[src/rtl/ioshim_iosched_if.sv]
// Core-side request/response bus of ioshim_iosched.
// The core drives the master modport; the scheduler is the slave.
interface ioshim_iosched_if #(
  parameter int PORTW = 2
);
  logic             io_req;
  logic [PORTW-1:0] io_port;
  logic [7:0]       io_dout1;
  logic [7:0]       io_dout2;
  logic [15:0]      io_ab_dout;
  logic             io_busy;
  logic             io_done;
  logic             io_err;
  logic             io_wreg;
  logic             io_wa;
  logic             io_wb;
  logic [7:0]       io_din;
  logic [15:0]      io_ab_din;

  modport master (
    output io_req, io_port, io_dout1, io_dout2, io_ab_dout,
    input  io_busy, io_done, io_err, io_wreg, io_wa, io_wb, io_din, io_ab_din
  );

  modport slave (
    input  io_req, io_port, io_dout1, io_dout2, io_ab_dout,
    output io_busy, io_done, io_err, io_wreg, io_wa, io_wb, io_din, io_ab_din
  );
endinterface

[src/rtl/ioshim_iosched.sv]
// Shares one ioshim I/O slot between NPORTS peripherals: strobe, wait for writeback or timeout, mux back.
// Optional error counter enabled by defining IOSHIM_IOSCHED_ERRCNT_EN.
module ioshim_iosched #(
  parameter int NPORTS  = 4,
  parameter int PORTW   = 2,
  parameter int TIMEOUT = 15
) (
  input  logic                  clk,
  input  logic                  reset,
  ioshim_iosched_if.slave       io,
  output logic [7:0]            err_count,
  output logic [NPORTS-1:0]     per_en,
  output logic [7:0]            per_dout1,
  output logic [7:0]            per_dout2,
  output logic [15:0]           per_ab_dout,
  input  logic [NPORTS-1:0]     per_wreg,
  input  logic [NPORTS-1:0]     per_wa,
  input  logic [NPORTS-1:0]     per_wb,
  input  logic [8*NPORTS-1:0]   per_din,
  input  logic [16*NPORTS-1:0]  per_ab_din
);
  typedef enum logic [1:0] {IDLE, STROBE, WAIT, DONE} state_t;

  localparam logic [PORTW:0] NPORTS_W = (PORTW+1)'(NPORTS);
  localparam logic [7:0]     CNT_LAST = 8'(TIMEOUT-1);

  state_t           state, state_nx;
  logic [PORTW-1:0] port_q;
  logic [7:0]       cnt_q;
  logic             err_q, wreg_q, wa_q, wb_q;
  logic [7:0]       din_q;
  logic [15:0]      ab_din_q;

  logic             sel_wreg, sel_wa, sel_wb;
  logic [7:0]       sel_din;
  logic [15:0]      sel_ab_din;
  logic             port_ok, resp, timeout;

  assign port_ok = {1'b0, io.io_port} < NPORTS_W;
  assign resp    = sel_wreg | sel_wa | sel_wb;
  assign timeout = cnt_q == CNT_LAST;

  // Loop-based mux keeps the index in range when NPORTS < 2**PORTW.
  always_comb begin
    sel_wreg   = 1'b0;
    sel_wa     = 1'b0;
    sel_wb     = 1'b0;
    sel_din    = '0;
    sel_ab_din = '0;
    for (int unsigned i = 0; i < NPORTS; i++) begin
      if (port_q == PORTW'(i)) begin
        sel_wreg   = per_wreg[i];
        sel_wa     = per_wa[i];
        sel_wb     = per_wb[i];
        sel_din    = per_din[8*i +: 8];
        sel_ab_din = per_ab_din[16*i +: 16];
      end
    end
  end

  always_ff @(posedge clk) begin
    if (reset) state <= IDLE;
    else       state <= state_nx;
  end

  always_comb begin
    state_nx   = state;
    per_en     = '0;
    io.io_busy = state != IDLE;
    io.io_done = state == DONE;
    io.io_err  = 1'b0;
    io.io_wreg = 1'b0;
    io.io_wa   = 1'b0;
    io.io_wb   = 1'b0;
    case (state)
      IDLE:   if (io.io_req) state_nx = port_ok ? STROBE : DONE;
      STROBE: begin
        state_nx = WAIT;
        for (int unsigned i = 0; i < NPORTS; i++)
          per_en[i] = port_q == PORTW'(i);
      end
      WAIT:   if (resp || timeout) state_nx = DONE;
      DONE: begin
        state_nx   = IDLE;
        io.io_err  = err_q;
        io.io_wreg = wreg_q;
        io.io_wa   = wa_q;
        io.io_wb   = wb_q;
      end
      default: state_nx = IDLE;
    endcase
  end

  always_ff @(posedge clk) begin
    if (reset) begin
      port_q      <= '0;
      cnt_q       <= '0;
      err_q       <= 1'b0;
      wreg_q      <= 1'b0;
      wa_q        <= 1'b0;
      wb_q        <= 1'b0;
      din_q       <= '0;
      ab_din_q    <= '0;
      per_dout1   <= '0;
      per_dout2   <= '0;
      per_ab_dout <= '0;
    end else begin
      case (state)
        IDLE: if (io.io_req) begin
          port_q      <= io.io_port;
          per_dout1   <= io.io_dout1;
          per_dout2   <= io.io_dout2;
          per_ab_dout <= io.io_ab_dout;
          err_q       <= !port_ok;
          wreg_q      <= 1'b0;
          wa_q        <= 1'b0;
          wb_q        <= 1'b0;
        end
        STROBE: cnt_q <= '0;
        WAIT: begin
          if (resp) begin
            err_q    <= 1'b0;
            wreg_q   <= sel_wreg;
            wa_q     <= sel_wa;
            wb_q     <= sel_wb;
            din_q    <= sel_din;
            ab_din_q <= sel_ab_din;
          end else if (timeout) begin
            err_q  <= 1'b1;
            wreg_q <= 1'b0;
            wa_q   <= 1'b0;
            wb_q   <= 1'b0;
          end else begin
            cnt_q <= cnt_q + 8'd1;
          end
        end
        default: ;
      endcase
    end
  end

  assign io.io_din    = din_q;
  assign io.io_ab_din = ab_din_q;

`ifdef IOSHIM_IOSCHED_ERRCNT_EN
  always_ff @(posedge clk) begin
    if (reset)
      err_count <= '0;
    else if (state == DONE && err_q && err_count != 8'hFF)
      err_count <= err_count + 8'd1;
  end
`else
  assign err_count = '0;
`endif

endmodule

[src/flat_wrapper.sv]
// flat-port wrapper written by rule: the top's interface ports become plain ports
module ioshim_iosched_flat 
#(
  parameter int NPORTS  = 4,
  parameter int PORTW   = 2,
  parameter int TIMEOUT = 15
)
  (clk, reset, err_count, per_en, per_dout1, per_dout2, per_ab_dout, per_wreg, per_wa, per_wb, per_din, per_ab_din, io_io_req, io_io_port, io_io_dout1, io_io_dout2, io_io_ab_dout, io_io_busy, io_io_done, io_io_err, io_io_wreg, io_io_wa, io_io_wb, io_io_din, io_io_ab_din);
  ioshim_iosched_if #(.PORTW(PORTW)) io_i ();
  input  logic clk;
  input  logic reset;
  output logic [7:0] err_count;
  output logic [NPORTS-1:0] per_en;
  output logic [7:0] per_dout1;
  output logic [7:0] per_dout2;
  output logic [15:0] per_ab_dout;
  input  logic [NPORTS-1:0] per_wreg;
  input  logic [NPORTS-1:0] per_wa;
  input  logic [NPORTS-1:0] per_wb;
  input  logic [8*NPORTS-1:0] per_din;
  input  logic [16*NPORTS-1:0] per_ab_din;
  input wire logic [$bits(io_i.io_req)-1:0] io_io_req;
  input wire logic [$bits(io_i.io_port)-1:0] io_io_port;
  input wire logic [$bits(io_i.io_dout1)-1:0] io_io_dout1;
  input wire logic [$bits(io_i.io_dout2)-1:0] io_io_dout2;
  input wire logic [$bits(io_i.io_ab_dout)-1:0] io_io_ab_dout;
  output wire logic [$bits(io_i.io_busy)-1:0] io_io_busy;
  output wire logic [$bits(io_i.io_done)-1:0] io_io_done;
  output wire logic [$bits(io_i.io_err)-1:0] io_io_err;
  output wire logic [$bits(io_i.io_wreg)-1:0] io_io_wreg;
  output wire logic [$bits(io_i.io_wa)-1:0] io_io_wa;
  output wire logic [$bits(io_i.io_wb)-1:0] io_io_wb;
  output wire logic [$bits(io_i.io_din)-1:0] io_io_din;
  output wire logic [$bits(io_i.io_ab_din)-1:0] io_io_ab_din;
  assign io_i.io_req = io_io_req;
  assign io_i.io_port = io_io_port;
  assign io_i.io_dout1 = io_io_dout1;
  assign io_i.io_dout2 = io_io_dout2;
  assign io_i.io_ab_dout = io_io_ab_dout;
  assign io_io_busy = io_i.io_busy;
  assign io_io_done = io_i.io_done;
  assign io_io_err = io_i.io_err;
  assign io_io_wreg = io_i.io_wreg;
  assign io_io_wa = io_i.io_wa;
  assign io_io_wb = io_i.io_wb;
  assign io_io_din = io_i.io_din;
  assign io_io_ab_din = io_i.io_ab_din;
  ioshim_iosched #(.NPORTS(NPORTS), .PORTW(PORTW), .TIMEOUT(TIMEOUT)) u_core (.clk(clk), .reset(reset), .io(io_i), .err_count(err_count), .per_en(per_en), .per_dout1(per_dout1), .per_dout2(per_dout2), .per_ab_dout(per_ab_dout), .per_wreg(per_wreg), .per_wa(per_wa), .per_wb(per_wb), .per_din(per_din), .per_ab_din(per_ab_din));
endmodule
[config.mk]
export PLATFORM = sky130hd
export DESIGN_NAME = ioshim_iosched_flat
export DESIGN_NICKNAME = d
export VERILOG_FILES = /design/src/rtl/ioshim_iosched_if.sv /design/src/rtl/ioshim_iosched.sv /design/src/flat_wrapper.sv
export SDC_FILE = /design/constraint.sdc
export NUM_CORES = 1
export LEC_CHECK = 0
export CELL_PAD_IN_SITES_DETAIL_PLACEMENT = 0
export CELL_PAD_IN_SITES_GLOBAL_PLACEMENT = 1
export CORE_MARGIN = 10
export CORE_UTILIZATION = 44
export DETAILED_ROUTE_END_ITERATION = 7
export DONT_BUFFER_PORTS = 1
export GPL_TIMING_DRIVEN = 0
export PLACE_DENSITY = 0.78
export SLEW_MARGIN = 20
export SYNTH_ARGS = -nofsm -noshare
export SYNTH_HDL_FRONTEND = slang
export SYNTH_SLANG_ARGS = --single-unit
[constraint.sdc]
create_clock -name clk -period 2.67 [get_ports clk]
set_input_delay 0.4005 -clock clk [delete_from_list [all_inputs] [get_ports clk]]
set_output_delay 0.4005 -clock clk [all_outputs]
set_load 0.05 [all_outputs]
==> metrics <==
status=complete, no violations; area of the multi-input gates=1892 µm²; Detail Route Antenna Nets=0; Critical Path Source Type=register; WP data arrival=1.98 ns; YS warnings=0; post-synthesis cell area=3503 µm²; synth cell count leaders=123 x nand2_1, 72 x dfxtp_1, 64 x a21oi_1; router iterations before antenna repair=4; Final Skew=0.01023 ns; clk root buf=clkbuf_8; largest net degree at the start of global routing=14; Worst Hold Class=primary input to register; Distinct cells, synth=38; Tcrit/Tclk final=0.8931; EDFF count, synth=0; antenna cells=0; critical path peak fanout=10; Pins Over Slew Limit=0; max_cap viols=0; crit-path cells=buf_6 > clkbuf_1 > nand2_1 > nor2_2; final hold slack=0.1798 ns; Compound-Gate Fraction of Synth Area=0.1289; Fillers=747; register area=1441 µm²; Worst Tran Pin Value=0.9197 ns; slowest CP cell=clkbuf_1; CP delay by family, top=buffers and inverters; vias in the first global route=2877; Slew HR=0.3842; Initial Util=0.4534; WL/cell=21.92 µm; Yosys top cell by area=dfxtp_1; fin crit period=2.385 ns; global-route wire length before repair=16460 µm; top cells by area, synth=dfxtp_1 41%, mux4_2 17%, nand2_1 13%, a21oi_1 9.1%, ha_1 2.5%; maximum achievable frequency=419.4 MHz; met2 wire len=6162 µm; Overall Power=4066 µW; final WL=11380 µm; # IOs=219; GP Congestion=0.7944; Placed Cells=504; CP endpoint kind=output pin; r2r setup slk=0.35 ns; crit-path max cell delay=0.56 ns; xor and xnor area share after synthesis=0; fin cells=519; CTS tree=done; worst setup path class=register to output pin; Async SR Flop Fraction=0; initial antenna violation count=0; Area Overhead vs Synth=11.75%; post-synthesis adder-cell area fraction=0.02500; Top Metal Used=met4; Clk pin slew, worst setup/hold paths=0.09 ns; DRC Markers=0; power per cell area=1038 nW/µm²; CTS Hold Bufs=0; simple-gate share of the synthesized area=0.1964; # nets final=564; crit path setup slack, layout=0.2854 ns; clk sinks=72; violation count after the first detailed-route iteration=113; Die Y=109.2 µm; Worst Path Required=2.27 ns; Buffers & Inverters on Critical Path=2; Setup Slack @ Placement=-0.1406 ns; Leakage Power=0.001355 µW; total number of vias=2860; Syn Area/Cell=8.869 µm²; Mapped Cells=395; CTS Buf Count=9; final setup fails=0; GRT Util Overall=0.1826; Setup TNS=0 ns; Worst-Skew Late Latency=0.35 ns; Seq/Total Area, Yosys=0.4114; Core ar.=7727 µm²; H-Tree Depth=3; Die W=109.2 µm; Max IR drop VDD=0.4199 mV; Die ar.=11930 µm²; number of buffers on the longest clock path=2; share of post-route cells with drive strength above 1=0.1631; Port Buffers=0; hpwl dp=9520 µm; DR vias/cell=5.511; mux share of post-synthesis cell area=0.1764; Met1 Routed Length=3910 µm; count leader, synth=nand2_1; Hold Fails Final Rpt=0; largest family of logic cells by synthesized area=simple AND/OR/NAND/NOR gates; GRT Residual Overflow=0; share of Yosys cell area claimed by the top area cell type=0.4114; Site Rows=32; RSZ-0062 raised after global routing=false; DR WL met3=1191 µm; Synth Flop Type=dfxtp_1; Synth Register Bits=72
-- path summary, 6_finish.rpt --
path / from / endpoint / depth (start not counted)
setup / recovery: u_core.port_q[0]$_SDFFE_PP0P_ / per_en[1] / 4
hold / removal: io_io_dout2[0] / u_core.per_dout2[0]$_SDFFE_PP0P_ / 2
setup reg to reg: u_core.port_q[0]$_SDFFE_PP0P_ / u_core.io.io_ab_din[13]$_SDFFE_PP0P_ / 8
hold reg to reg: u_core.wb_q$_SDFFE_PP0P_ / u_core.wb_q$_SDFFE_PP0P_ / 1
-- layer usage --
layer / track usage / up-vias
met3: 0.08909 / 7
met1: 0.1808 / 1333
met2: 0.3385 / 138
li1: - / 1382
met4: 0.03717 / 0
met5: 0 / -
-- placed cells by master, fill, tap and decap left out, types with 2 or more instances in the layout --
master | synthesis | routed
nor2b_1 | 2 | 2
or2_2 | 2 | 2
or3_1 | 5 | 5
a22o_1 | 4 | 4
clkinv_4 | 0 | 2
nand3_1 | 2 | 2
a21oi_1 | 64 | 64
dfxtp_1 | 72 | 72
inv_1 | 6 | 6
and2_1 | 6 | 6
o21ai_0 | 4 | 4
buf_6 | 2 | 2
ha_1 | 7 | 7
mux4_2 | 27 | 27
buf_4 | 8 | 8
bufinv_16 | 0 | 3
clkbuf_8 | 0 | 9
nor2_1 | 11 | 9
conb_1 | 1 | 8
nor3_1 | 2 | 2
buf_2 | 5 | 6
nand4_1 | 3 | 3
clkbuf_1 | 21 | 20
nand2_1 | 123 | 123
-- what timing repair did --
action                                  in CTS  in global routing
endpoints found under the setup margin       4                  2
setup buffers                                0                  0
pin swaps                                    0                  0
gates resized for setup                      4                  1
gates cloned                                 0                  0
-- cell families after synthesis --
family	Yosys count
and+or+nand+nor	163
other	1
AOI/OAI and AO/OA	81
muxes	28
DFF	72
buffers and inverters	43
adders and majority gates	7
-- where the power goes --
group	internal, µW	switching (µW)	leakage [µW]
Combinational	414	715	0.000650
Sequential	1240	647	0.000586
Clock	622	423	0.000119
Total	2280	1790	0.00136
-- stage by stage --
step | area [µm²] | utilization
CTS | 3916 | 0.5068
finish | 3915 | 0.5066
global placement | 3657 | 0.4733
floorplan | 3530 | -
detailed placement | 3662 | 0.4739
global route | 3915 | 0.5066
-- state kept, by name, indices dropped and copies added, names as in the netlist --
name / flops
u_core.cnt_q: 8
u_core.err_q: 1
u_core.io.io_ab_din: 16
u_core.io.io_din: 8
u_core.per_ab_dout: 16
u_core.per_dout1: 8
u_core.per_dout2: 8
u_core.port_q: 2
u_core.state: 2
u_core.wa_q: 1
u_core.wb_q: 1
u_core.wreg_q: 1
-- layout make-up --
cell class / instances / area share
Buffer: 36 / 0.04794
Clock buffer: 9 / 0.03164
Tap cell: 102 / 0.03260
Sequential cell: 72 / 0.3682
Inverter: 6 / 0.005753
Multi-Input combinational cell: 287 / 0.4832
Clock inverter: 7 / 0.03068
(Power assumes the default switching activity.)
